$ cat src/rtl/smem_blitter.sv
// smem_blitter - rectangle-fill engine for the 40x30 character screen memory.
//
// On a start request the engine writes one charcode into every cell of a
// rectangle (clipped to the screen edges), one cell per clock, sweeping
// row-major. It sits in front of smem's write port. Direct CPU writes pass
// straight through and always win over blitter writes; a CPU write cycle
// stalls the blitter without losing its position.
//
// Ports:
//   clk, reset          - clock (clk12) and synchronous active-high reset
//   start               - fill request, honoured only while idle
//   row0, col0          - top-left cell of the rectangle
//   height, width       - rectangle extents, zero allowed
//   fill_char           - charcode written into every cell
//   busy                - high while cells are being written
//   done                - one-cycle pulse when a fill completes
//   cpu_wr/addr/wdata   - CPU direct write port (pass-through, highest priority)
//   smem_wr/addr/wdata  - write port towards smem
module smem_blitter #(
  parameter int Nchars    = 64,
  parameter int Ncols     = 40,
  parameter int Nrows     = 30,
  parameter int smem_size = 1200
) (
  input  logic                         clk,
  input  logic                         reset,
  input  logic                         start,
  input  logic [$clog2(Nrows)-1:0]     row0,
  input  logic [$clog2(Ncols)-1:0]     col0,
  input  logic [$clog2(Nrows+1)-1:0]   height,
  input  logic [$clog2(Ncols+1)-1:0]   width,
  input  logic [$clog2(Nchars)-1:0]    fill_char,
  output logic                         busy,
  output logic                         done,
  input  logic                         cpu_wr,
  input  logic [$clog2(smem_size)-1:0] cpu_addr,
  input  logic [$clog2(Nchars)-1:0]    cpu_wdata,
  output logic                         smem_wr,
  output logic [$clog2(smem_size)-1:0] smem_addr,
  output logic [$clog2(Nchars)-1:0]    smem_wdata
);

  localparam int AW = $clog2(smem_size);
  localparam int CW = $clog2(Nchars);
  // One spare bit so intermediate sums (e.g. rowbase after the last row)
  // never wrap.
  localparam int XW = AW + 1;
  localparam logic [XW-1:0] NCOLS_X = XW'(Ncols);
  localparam logic [XW-1:0] NROWS_X = XW'(Nrows);

  typedef enum logic [1:0] {IDLE, FILL, DONE} state_t;

  state_t          state_q, state_d;
  logic [XW-1:0]   col_q, col_d;
  logic [XW-1:0]   col_first_q, col_first_d;
  logic [XW-1:0]   col_last_q, col_last_d;
  logic [XW-1:0]   rows_left_q, rows_left_d;
  logic [XW-1:0]   rowbase_q, rowbase_d;
  logic [CW-1:0]   char_q, char_d;

  logic [XW-1:0]   row0_x, col0_x, width_x, height_x;
  logic [XW-1:0]   col_room, row_room;
  logic [XW-1:0]   ew, eh;
  logic [XW-1:0]   rowbase_init;
  logic            zero_area;
  logic            write_ok;
  logic            last_col;
  logic            last_row;

  // Clip the requested rectangle against the screen. A start corner off
  // screen yields a zero extent, which sends the FSM straight to DONE.
  always_comb begin
    row0_x   = XW'(row0);
    col0_x   = XW'(col0);
    width_x  = XW'(width);
    height_x = XW'(height);
    col_room = NCOLS_X - col0_x;
    row_room = NROWS_X - row0_x;
    if (col0_x >= NCOLS_X) begin
      ew = '0;
    end else if (width_x < col_room) begin
      ew = width_x;
    end else begin
      ew = col_room;
    end
    if (row0_x >= NROWS_X) begin
      eh = '0;
    end else if (height_x < row_room) begin
      eh = height_x;
    end else begin
      eh = row_room;
    end
    zero_area = (ew == '0) || (eh == '0);
  end

  // row0*Ncols as a constant shift-add: one shifted copy of row0 per set bit
  // of Ncols (row0*32 + row0*8 for a 40-column screen).
  always_comb begin
    rowbase_init = '0;
    for (int i = 0; i < XW; i++) begin
      if (NCOLS_X[i]) begin
        rowbase_init = rowbase_init + (row0_x << i);
      end
    end
  end

  assign write_ok = (state_q == FILL) && !cpu_wr;
  assign last_col = (col_q == col_last_q);
  assign last_row = (rows_left_q == XW'(1));

  // State and datapath registers.
  always_ff @(posedge clk) begin
    if (reset) begin
      state_q     <= IDLE;
      col_q       <= '0;
      col_first_q <= '0;
      col_last_q  <= '0;
      rows_left_q <= '0;
      rowbase_q   <= '0;
      char_q      <= '0;
    end else begin
      state_q     <= state_d;
      col_q       <= col_d;
      col_first_q <= col_first_d;
      col_last_q  <= col_last_d;
      rows_left_q <= rows_left_d;
      rowbase_q   <= rowbase_d;
      char_q      <= char_d;
    end
  end

  // Next-state logic. FILL only advances on cycles where the cell was
  // actually written (no CPU write stealing the port).
  always_comb begin
    state_d = state_q;
    case (state_q)
      IDLE: begin
        if (start) begin
          state_d = zero_area ? DONE : FILL;
        end
      end
      FILL: begin
        if (write_ok && last_col && last_row) begin
          state_d = DONE;
        end
      end
      DONE:    state_d = IDLE;
      default: state_d = IDLE;
    endcase
  end

  // Sweep counters. At the end of a row the column snaps back to col0 and
  // rowbase steps by one screen row, so the next row starts on the very
  // next accepted cycle.
  always_comb begin
    col_d       = col_q;
    col_first_d = col_first_q;
    col_last_d  = col_last_q;
    rows_left_d = rows_left_q;
    rowbase_d   = rowbase_q;
    char_d      = char_q;
    if ((state_q == IDLE) && start) begin
      col_d       = col0_x;
      col_first_d = col0_x;
      col_last_d  = col0_x + ew - XW'(1);
      rows_left_d = eh;
      rowbase_d   = rowbase_init;
      char_d      = fill_char;
    end else if (write_ok) begin
      if (last_col) begin
        col_d       = col_first_q;
        rowbase_d   = rowbase_q + NCOLS_X;
        rows_left_d = rows_left_q - XW'(1);
      end else begin
        col_d = col_q + XW'(1);
      end
    end
  end

  // Outputs and write-port arbitration. The CPU path is purely
  // combinational; the blitter path depends only on registered state.
  always_comb begin
    busy       = (state_q == FILL);
    done       = (state_q == DONE);
    smem_wr    = cpu_wr;
    smem_addr  = cpu_addr;
    smem_wdata = cpu_wdata;
    if (write_ok) begin
      smem_wr    = 1'b1;
      smem_addr  = AW'(rowbase_q + col_q);
      smem_wdata = char_q;
    end
  end

endmodule

$ cat config.mk
export PLATFORM = sky130hd
export DESIGN_NAME = smem_blitter
export DESIGN_NICKNAME = d
export VERILOG_FILES = /design/src/rtl/smem_blitter.sv
export SDC_FILE = /design/constraint.sdc
export NUM_CORES = 1
export LEC_CHECK = 0
export BUFFER_PORTS_ARGS = -buffer_cell sky130_fd_sc_hd__buf_2
export CAP_MARGIN = 20
export CORE_ASPECT_RATIO = 0.7
export CORE_MARGIN = 2
export CORE_UTILIZATION = 35
export CTS_BUF_LIST = sky130_fd_sc_hd__clkbuf_2
export CTS_CLUSTER_DIAMETER = 60
export DETAILED_ROUTE_END_ITERATION = 8
export MAX_ROUTING_LAYER = met4
export PLACE_DENSITY = 0.53
export SLEW_MARGIN = 10
export SYNTH_ARGS = -nofsm -noshare
export SYNTH_HDL_FRONTEND = slang
export SYNTH_SLANG_ARGS = --single-unit
$ cat constraint.sdc
create_clock -name clk -period 7.3 [get_ports clk]
set_input_delay 1.095 -clock clk [delete_from_list [all_inputs] [get_ports clk]]
set_output_delay 1.095 -clock clk [all_outputs]
set_load 0.02 [all_outputs]
# ---- Word level (Yosys, flattened, before mapping)
# Index checks and enable logic that the tools add are counted.
# Widths: inputs -> output; s select.
dict set report word_totals {
  regBits 62
  in_bits 49
  out_inout_bits 20
  wordCells 61
}
dict set report classes {
  n_addsub 9
  n_lt_le_gt_ge 4
  n_eq_ne 6
  n_mux 20
  reduce_logical 14
}
# op n
set op_table {}
lappend op_table {{$mux 12} 11}
lappend op_table {{$logic_not 12->1} 2}
lappend op_table {{$sub 12x1->12 const B} 2}
lappend op_table {{$mux 6} 3}
lappend op_table {{$add 12x1->12 const B} 1}
lappend op_table {{$add 12x6->12 const B} 1}
lappend op_table {{$add 6x12->12} 1}
lappend op_table {{$eq 12x1->1 const B} 1}
lappend op_table {{$eq 12x12->1} 1}
lappend op_table {{$lt 5x12->1} 1}
lappend op_table {{$lt 6x12->1} 1}
lappend op_table {{$add 11x11->11} 1}
lappend op_table {{$add 8x10->11} 1}
lappend op_table {{$mux 11} 1}
lappend op_table {{$sub 6x6->7 const A} 1}
lappend op_table {{$ge 6x6->1 const B} 1}
lappend op_table {{$mux 2} 3}
lappend op_table {{$sub 5x5->6 const A} 1}
lappend op_table {{$ge 5x5->1 const B} 1}
lappend op_table {{$logic_and 1x1->1} 4}
lappend op_table {{$pmux 2 s2} 1}
lappend op_table {{$reduce_and 2->1} 2}
lappend op_table {{$reduce_bool 2->1} 2}
lappend op_table {{$eq 2x1->1 const B} 1}
lappend op_table {{other kinds (8)} 8}

# ---- Logic depth before layout (Yosys ltp)
# Gate-level depths: netlist of run 1.
dict set report logic_depth {
  word_depth 9
  ltp_mapped 22
  mapped_depth_nobuf 22
}

# ---- Worst setup path after synthesis of run 1
# OpenSTA, ideal clock, no wires.
dict set report synth_timing {
  path_type {input to register}
  start {input port col0[3]}
  end {register col_last_q[11]}
  t_arrival_ns 4.493
  setup_slack_ns 2.692
  path_stages 21
  path_cell_list {clkbuf_1 -> inv_1 -> o21ai_0 -> xnor2_1 -> ha_1 -> nand2_1 -> or4_4 -> nand2_2 -> mux2_1 -> nand2_1 -> ha_1 -> inv_1 -> ha_1 -> inv_1 -> fa_1 -> nor2b_1 -> o21ai_0 -> a21boi_0 -> o21ai_0 -> nand3b_1 -> nand2_1}
}
dict set report synth_via {
  elab_chain_len 6
}
# item line_no
set synth_rtl {}
lappend synth_rtl {{start, declared} 29} ;# input logic [$clog2(Ncols)-1:0] col0,
lappend synth_rtl {{$sub 6x6->7} 77} ;# col_room = NCOLS_X - col0_x;
lappend synth_rtl {{$lt 6x12->1} 81} ;# end else if (width_x < col_room) begin
lappend synth_rtl {{$mux 12} 81}
lappend synth_rtl {{$mux 12} 79} ;# if (col0_x >= NCOLS_X) begin
lappend synth_rtl {{$add 6x12->12 (*)} 165} ;# col_last_d = col0_x + ew - XW'(1);
lappend synth_rtl {{$sub 12x1->12 (*)} 165}
lappend synth_rtl {{end signal, assigned} 125} ;# col_last_q <= col_last_d;
lappend synth_rtl {{end, declared} 56} ;# logic [XW-1:0] col_last_q, col_last_d;
# Mark *: on every way between the ends. The rest lies on a longest branch, timed or not.
# A chain may end at the register's enable or synchronous reset.

# ---- Final worst setup path of run 1
dict set report layout_timing {
  start {input port col0[0]}
  end {register col_last_q[5]}
}
# The elaborated chain is that of the path after synthesis.

==> impl_metrics.csv, run 1 <==
group,metric,value,unit
min_path,hold_end,"col_first_q[3]",
critical_path,start_kind,"primary input",
final_layout,drive_gt1_frac,0.168,
logic_synthesis,synth_warnings,0,
global_route,top_usage_layer,"met2",
power_and_ir_drop,cellLeakagePower,2.17,nW
clock_tree,numCtsBuffers,9,
die,die_h,95.7,um
detailed_routing,drt_iter0_markers,139,
sta,worst_slack,2.53,ns
global_route,met1_usage,0.247,
critical_path,required,7.66,ns
detailed_routing,drt_first_pass_iters,4,
global_route,grt_pass1_wl,17700,um
global_route,first_global_vias,3657,
critical_path,r2r_start,"state_q[0]",
logic_synthesis,syn_avg_cell_area,7.68,um^2
clock_tree,cts_tree,"built",
clock_tree,clk_latency,0.48,ns
critical_path,arrival,5.13,ns
logic_synthesis,synthesis.area,4210,um^2
detailed_routing,route.detailed.drc,0,
final_layout,instances_no_fill,770,
critical_path,cp-end-kind,"flop",
die,num_rows,33,
logic_synthesis,synth_top_area_frac,0.271,
placed_design,place_area,4660,um^2
sta,slew_headroom,0.457,
logic_synthesis,synth-seq-cells,57,
status,status,"finished clean",
power_and_ir_drop,ir_drop,0.0900,mV
sta,skew,0.0137,ns
clock_tree,htree_num_levels,3,
sta,fin_tns_setup,0,ns
detailed_routing,route.vias.total,3811,
sta,setup-violations-final,0,
logic_synthesis,synth_edf_count,0,
logic_synthesis,synth_top_flop_cell,"dfxtp_1",
clock_tree,root_buffer,"clkbuf_2",
placed_design,place_congestion,0.790,
global_route,grt_use_met3,0.0421,
global_route,grt_util_met2,0.262,
detailed_routing,detail-route-antenna-nets,0,
logic_synthesis,synth.distinct_cells,61,
placed_design,dp_worst_setup_slack,2.14,ns
global_route,antenna_found_initial,0,
clock_tree,clock_path_buffers,2,
placed_design,placed_cells,754,
clock_tree,cts_hold_buf,0,
detailed_routing,drt-vias-per-instance,4.95,
die,coreArea,11700,um^2
critical_path,timing.rr.end,"rows_left_q[2]",
sta,final_max_slew_viol_count,0,
die,die_w,135,um
global_route,grtUsageTotal,0.178,
sta,hold_viol,0,
run,drv_cap,0,
global_route,grt_max_degree,39,
min_path,holdPathStages,2,
min_path,hold_path.class,"reg2reg",
final_layout,n_fill_cell,1264,
logic_synthesis,synthArstFlopShare,0,
clock_tree,cts_sinks,57,
logic_synthesis,synth_area_leaders,"dfxtp_1, ha_1, nand2_1, xor2_1, xnor2_1",
detailed_routing,routed_wl,10600,um
global_route,grt.overflow.total,0,
logic_synthesis,synth_cells,548,
detailed_routing,routedWlPerCell,13.7,um
placed_design,dp_hpwl,7960,um
clock_tree,clk_pin_slew,0.16,ns
die,start_util,0.359,
final_layout,nets,697,
sta,finalCriticalPeriod,4.77,ns
critical_path,reg2reg_slack,5.06,ns
die,io_pins,69,
logic_synthesis,syn-num-nets,637,
sta,tightestPinTransition,0.814,ns
critical_path,worst-setup-path-type,"in2reg",
clock_tree,cts_resized,0,
die,die_area,12900,um^2
critical_path,r2r_cells,6,
logic_synthesis,yosys.area.top_type,"dfxtp_1",
sta,finalCritPeriodShare,0.653,
final_layout,design_area,4760,um^2
final_layout,antenna_cells,0,
min_path,hold_start,"col_first_q[3]",
final_layout,area_growth,13.2,%
sta,rsz0062_at_grt,"false",
placed_design,numPortBuffers,68,
clock_tree,cts_setup_buffers,0,
sta,fmax,210,MHz
power_and_ir_drop,powerDensity,188,nW/um^2
critical_path,cp_max_fo,9,
logic_synthesis,ys_seq_area_frac,0.271,
[cell families after synthesis]
logic type               synth area share
AO/OA/AOI/OAI                       0.161
XOR/XNOR                            0.112
adder cells (fa/ha/maj)             0.123
buffers and inverters              0.0589
flip-flops                          0.271
multiplexers                       0.0274
other                            0.000891
AND/OR/NAND/NOR                     0.246
[power by group]
group	switching, W	total (W)	internal, W
Sequential	0.0000279	0.000369	0.000341
Combinational	0.000196	0.000330	0.000134
Clock	0.000118	0.000196	0.0000784
[how the worst max path moves through the flow]
| stage | start | endpoint | slack (ns) |
|---|---|---|---|
| final | col0[0] | col_last_q[5] | 2.53 |
| after global routing | col0[0] | col_last_q[5] | 2.25 |
| after CTS | col0[0] | col_last_q[5] | 2.69 |
| after detailed placement | col0[0] | col_last_q[5] | 2.14 |
| after global placement | col0[0] | col_last_q[5] | 2.23 |
| after floorplan | col0[3] | col_last_q[11] | 2.69 |
[layer usage]
metal  vias to the layer above  wire [um]  part of all wire
li1                       1990          -                 -
met1                      1724       5750              0.54
met2                        93       4250              0.40
met3                         4        531             0.050
met4                         0         31            0.0029
met5                         -          0                 0
[per-stage QoR]
stage	total power, W	utilization	hold WS, ns
after global placement	0.000700	0.398	0.444
after floorplan	0.000615	-	0.431
after detailed placement	0.000705	0.398	0.446
after global routing	0.000969	0.406	0.488
after CTS	0.000906	0.406	0.467
final	0.000895	0.406	0.465
[cell type report]
type / count / area, um^2 / area share
multi-input combinational: 431 / 2820 / 0.592
sequential: 57 / 1140 / 0.240
timing repair buffer: 71 / 363 / 0.0762
tap: 157 / 196 / 0.0412
inverter: 38 / 143 / 0.0299
clock buffer: 11 / 55.1 / 0.0116
clock inverter: 5 / 46.3 / 0.00972
[Yosys cell counts (2+ instances only)]
| master | number |
|---|---|
| o21ai_1 | 3 |
| or4_4 | 2 |
| a32o_1 | 2 |
| and3_1 | 3 |
| a21oi_1 | 31 |
| o21bai_1 | 3 |
| dfxtp_1 | 57 |
| buf_6 | 2 |
| o22ai_1 | 5 |
| or3_1 | 3 |
| nand2_2 | 2 |
| mux2_2 | 3 |
| nand2b_1 | 5 |
| nor2b_1 | 6 |
| nand4b_1 | 3 |
| nor3_1 | 5 |
| a31oi_1 | 7 |
| a211oi_2 | 2 |
| nor3_2 | 2 |
| o21ai_0 | 18 |
| buf_2 | 6 |
| nand3b_1 | 2 |
| mux2i_1 | 7 |
| a211oi_1 | 9 |
| o211ai_1 | 8 |
| and2b_1 | 2 |
| fa_1 | 2 |
| and2_1 | 3 |
| nor2_1 | 41 |
| o21a_1 | 2 |
| nand3_2 | 2 |
| inv_1 | 38 |
| nand4_1 | 2 |
| xnor2_1 | 24 |
| clkbuf_1 | 14 |
| a21o_1 | 5 |
| nand3_1 | 17 |
| xor2_1 | 30 |
| nand2_1 | 108 |
| nor4_1 | 2 |
| ha_1 | 38 |
| nor4_2 | 3 |
[critical path: stages]
cell and delay, ns:
buf_2 0.14, nor3_1 0.41, o21ai_0 0.17, xnor2_1 0.30
ha_1 0.31, and2_1 0.16, o21bai_1 0.25, nand2_2 0.20
mux2_1 0.35, nand2_1 0.08, ha_1 0.23, inv_1 0.06
ha_1 0.15, inv_1 0.05, fa_1 0.40, nor2b_1 0.12
o21ai_0 0.10, a21boi_0 0.25, nor3_1 0.09, a21oi_1 0.15
nor2_1 0.05
[layout by cell type (no fill, tap or decap), drive strengths merged, types with 6 or more instances in the layout]
| cell type | n |
|---|---|
| nor2 | 42 |
| nand3 | 19 |
| ha | 38 |
| a31oi | 7 |
| nor2b | 6 |
| clkbuf | 11 |
| xor2 | 30 |
| xnor2 | 24 |
| a21oi | 31 |
| dfxtp | 57 |
| inv | 38 |
| nor3 | 7 |
| a211oi | 11 |
| nand2 | 110 |
| o21ai | 21 |
| buf | 71 |
| o211ai | 8 |
| mux2i | 7 |
[sequential cells by signal, summed over array words and instances (netlist names)]
| register | flops |
|---|---|
| char_q | 6 |
| col_first_q | 6 |
| col_last_q | 11 |
| col_q | 12 |
| rowbase_q | 8 |
| rows_left_q | 12 |
| state_q | 2 |
(Power assumes the default switching activity.)
==> run 2: changes to the inputs <==
Settings changed: PLACE_DENSITY 0.53 to 0.55.
Clock period 7.3 ns to 4.3 ns, I/O delays scaled along.
==> run 2 against run 1 <==
Against the previous run:
- non-clock buffer count grew 17
- cell area grew 3.3%
- first-iteration DRC count rose by 60%
- clock power up 110%
- largest power group unchanged
- cell count up 2.2%
- sequential power increased by 70%
==> impl_metrics.csv, run 2 (same netlist as run 1, synthesis figures left out) <==
group,metric,value,unit
detailed_routing,wl_met2,4490,um
final_layout,area_growth,17.0,%
clock_tree,clk_pin_slew,0.19,ns
placed_design,dp_worst_setup_slack,-0.112,ns
die,num_rows,33,
critical_path,crit_chain,"buf_2 -> inv_1 -> ha_1 -> xor2_1 -> ha_1 -> o21a_1 -> nor2_1 -> or4_4 -> nand2_2 -> mux2_1 -> nand2_1 -> ha_1 -> inv_1 -> ha_1 -> inv_1 -> fa_1 -> nor2b_1 -> o21ai_0 -> a21boi_0 -> nor3_1 -> a21oi_1 -> nor2_1",
critical_path,reg2reg_slack,2.04,ns
sta,skew,0.0314,ns
detailed_routing,route.detailed.drc,0,
power_and_ir_drop,pwr-share-seq,0.387,
clock_tree,cts_hold_buf,0,
critical_path,timing.rr.end,"rows_left_q[2]",
sta,finalCritPeriodShare,0.910,
critical_path,worst-setup-path-type,"in2reg",
placed_design,numPortBuffers,68,
die,start_util,0.359,
final_layout,layout_common_cells,"nand2_1, buf_2, dfxtp_1, nor2_1",
detailed_routing,top_layer,"met4",
sta,hold_viol,0,
sta,rsz0062_at_grt,"false",
power_and_ir_drop,power.total,0.00162,W
sta,worst_slack,0.386,ns
critical_path,cpPeakStageDelay,0.51,ns
clock_tree,htree_num_levels,3,
critical_path,critPathCapture,"col_last_q[5]",
placed_design,placed_cells,771,
min_path,hold_start,"fill_char[0]",
die,die_h,95.7,um
clock_tree,clock_path_buffers,2,
power_and_ir_drop,power_switching,0.000600,W
critical_path,crit_path_frequent_cell,"ha_1",
global_route,grt.overflow.total,0,
detailed_routing,detail-route-antenna-nets,0,
power_and_ir_drop,p_clk_frac,0.252,
detailed_routing,wl_met3,549,um
global_route,antenna_found_initial,0,
critical_path,r2r_start,"state_q[0]",
power_and_ir_drop,cellLeakagePower,2.26,nW
placed_design,place_congestion,0.971,
critical_path,cp_max_fo,4,
critical_path,r2r_cells,6,
clock_tree,cts_tree,"built",
clock_tree,root_buffer,"clkbuf_2",
critical_path,cp_num_buf_inv,4,
sta,tightestPinTransition,0.790,ns
detailed_routing,routedWlPerCell,13.7,um
min_path,hold_path.class,"in2reg",
detailed_routing,wl_met1,5690,um
final_layout,reg_top3,"col_q: 12 flops, rows_left_q: 12 flops, col_last_q: 11 flops",
detailed_routing,drt_iter0_markers,223,
final_layout,drive_gt1_frac,0.195,
global_route,grtUsageTotal,0.183,
critical_path,required,4.68,ns
die,die_area,12900,um^2
detailed_routing,route.vias.total,3896,
clock_tree,cts_resized,0,
power_and_ir_drop,ir_drop,0.159,mV
critical_path,start_kind,"primary input",
clock_tree,clk_latency,0.50,ns
final_layout,nets,714,
power_and_ir_drop,powerDensity,329,nW/um^2
final_layout,instances_no_fill,787,
sta,final_max_slew_viol_count,0,
die,die_w,135,um
sta,setup-violations-final,0,
detailed_routing,routed_wl,10800,um
global_route,first_global_vias,3807,
sta,fmax,256,MHz
die,coreArea,11700,um^2
global_route,grt_max_degree,39,
placed_design,dp_hpwl,8200,um
final_layout,final_common_cell,"nand2_1",
clock_tree,cts_setup_buffers,0,
status,status,"finished clean",
critical_path,critical_path.top_delay_family,"adder cells",
critical_path,cp.depth,22,
critical_path,arrival,4.29,ns
die,io_pins,69,
detailed_routing,drt_first_pass_iters,4,
power_and_ir_drop,p_sw_frac,0.371,
run,drv_cap,0,
power_and_ir_drop,combPwrFrac,0.360,
critical_path,slowest_stage,"or4_4",
global_route,grt_pass1_wl,18300,um
final_layout,final_util,0.420,
clock_tree,numCtsBuffers,9,
critical_path,crit_start,"col0[0]",
final_layout,antenna_cells,0,
detailed_routing,drt-vias-per-instance,4.95,
sta,finalCriticalPeriod,3.91,ns
power_and_ir_drop,internal_power,0.00102,W
sta,slew_headroom,0.474,
critical_path,cp-end-kind,"flop",
clock_tree,cts_sinks,57,
==> run 2: cell count changes in the layout (fill, tap and decap cells not counted), sizes merged <==
cell / delta
clkbuf: -1
clkinvlp: +1
bufinv: +1
buf: +17
clkinv: -1
==> run 2: power groups by stage <==
stage / combinational, W / sequential, W / clock (W)
2_1_floorplan: 0.000421 / 0.000623 / 0
4_1_cts: 0.000586 / 0.000627 / 0.000419
3_5_place_dp: 0.000583 / 0.000638 / 0
6_report: 0.000583 / 0.000627 / 0.000408
3_3_place_gp: 0.000573 / 0.000637 / 0
5_1_grt: 0.000658 / 0.000635 / 0.000450
==> run 2: area by class of cell <==
cell class	instances	area [um^2]
sequential	57	1140
tap	157	196
clock inverter	6	82.6
inverter	38	143
timing repair buffer	88	490
clock buffer	10	50.0
multi-input combinational	431	2820
fill	1224	6800
==> run 2: worst min-delay path, delay by kind of cell <==
family	cells	cell delay, ns
AOI/OAI and AO/OA	1	0.05
and+or+nand+nor	1	0.04
buffers and inverters	1	0.09
==> run 2: metrics by stage <==
stage,hold WS (ns),cell area (um^2),TNS [ns]
2_1_floorplan,0.431,4210,0
3_3_place_gp,0.443,4790,-0.152
3_5_place_dp,0.447,4790,-0.292
4_1_cts,0.297,4920,0
5_1_grt,0.271,4920,0
6_report,0.344,4920,0
==> run 2: how the worst min path moves through the flow <==
stage | endpoint | slack (ns) | cells past startpoint
2_1_floorplan | col_last_q[11] | 0.43 | 2
3_3_place_gp | col_first_q[3] | 0.44 | 2
3_5_place_dp | char_q[0] | 0.45 | 2
4_1_cts | char_q[0] | 0.30 | 3
5_1_grt | char_q[4] | 0.27 | 3
6_report | char_q[0] | 0.34 | 3
==> run 2: metal layers <==
metal | vias to the layer above | GRT usage
li1 | 2025 | -
met1 | 1777 | 0.254
met2 | 92 | 0.277
met3 | 2 | 0.0416
met4 | 0 | 0.0339
met5 | - | -
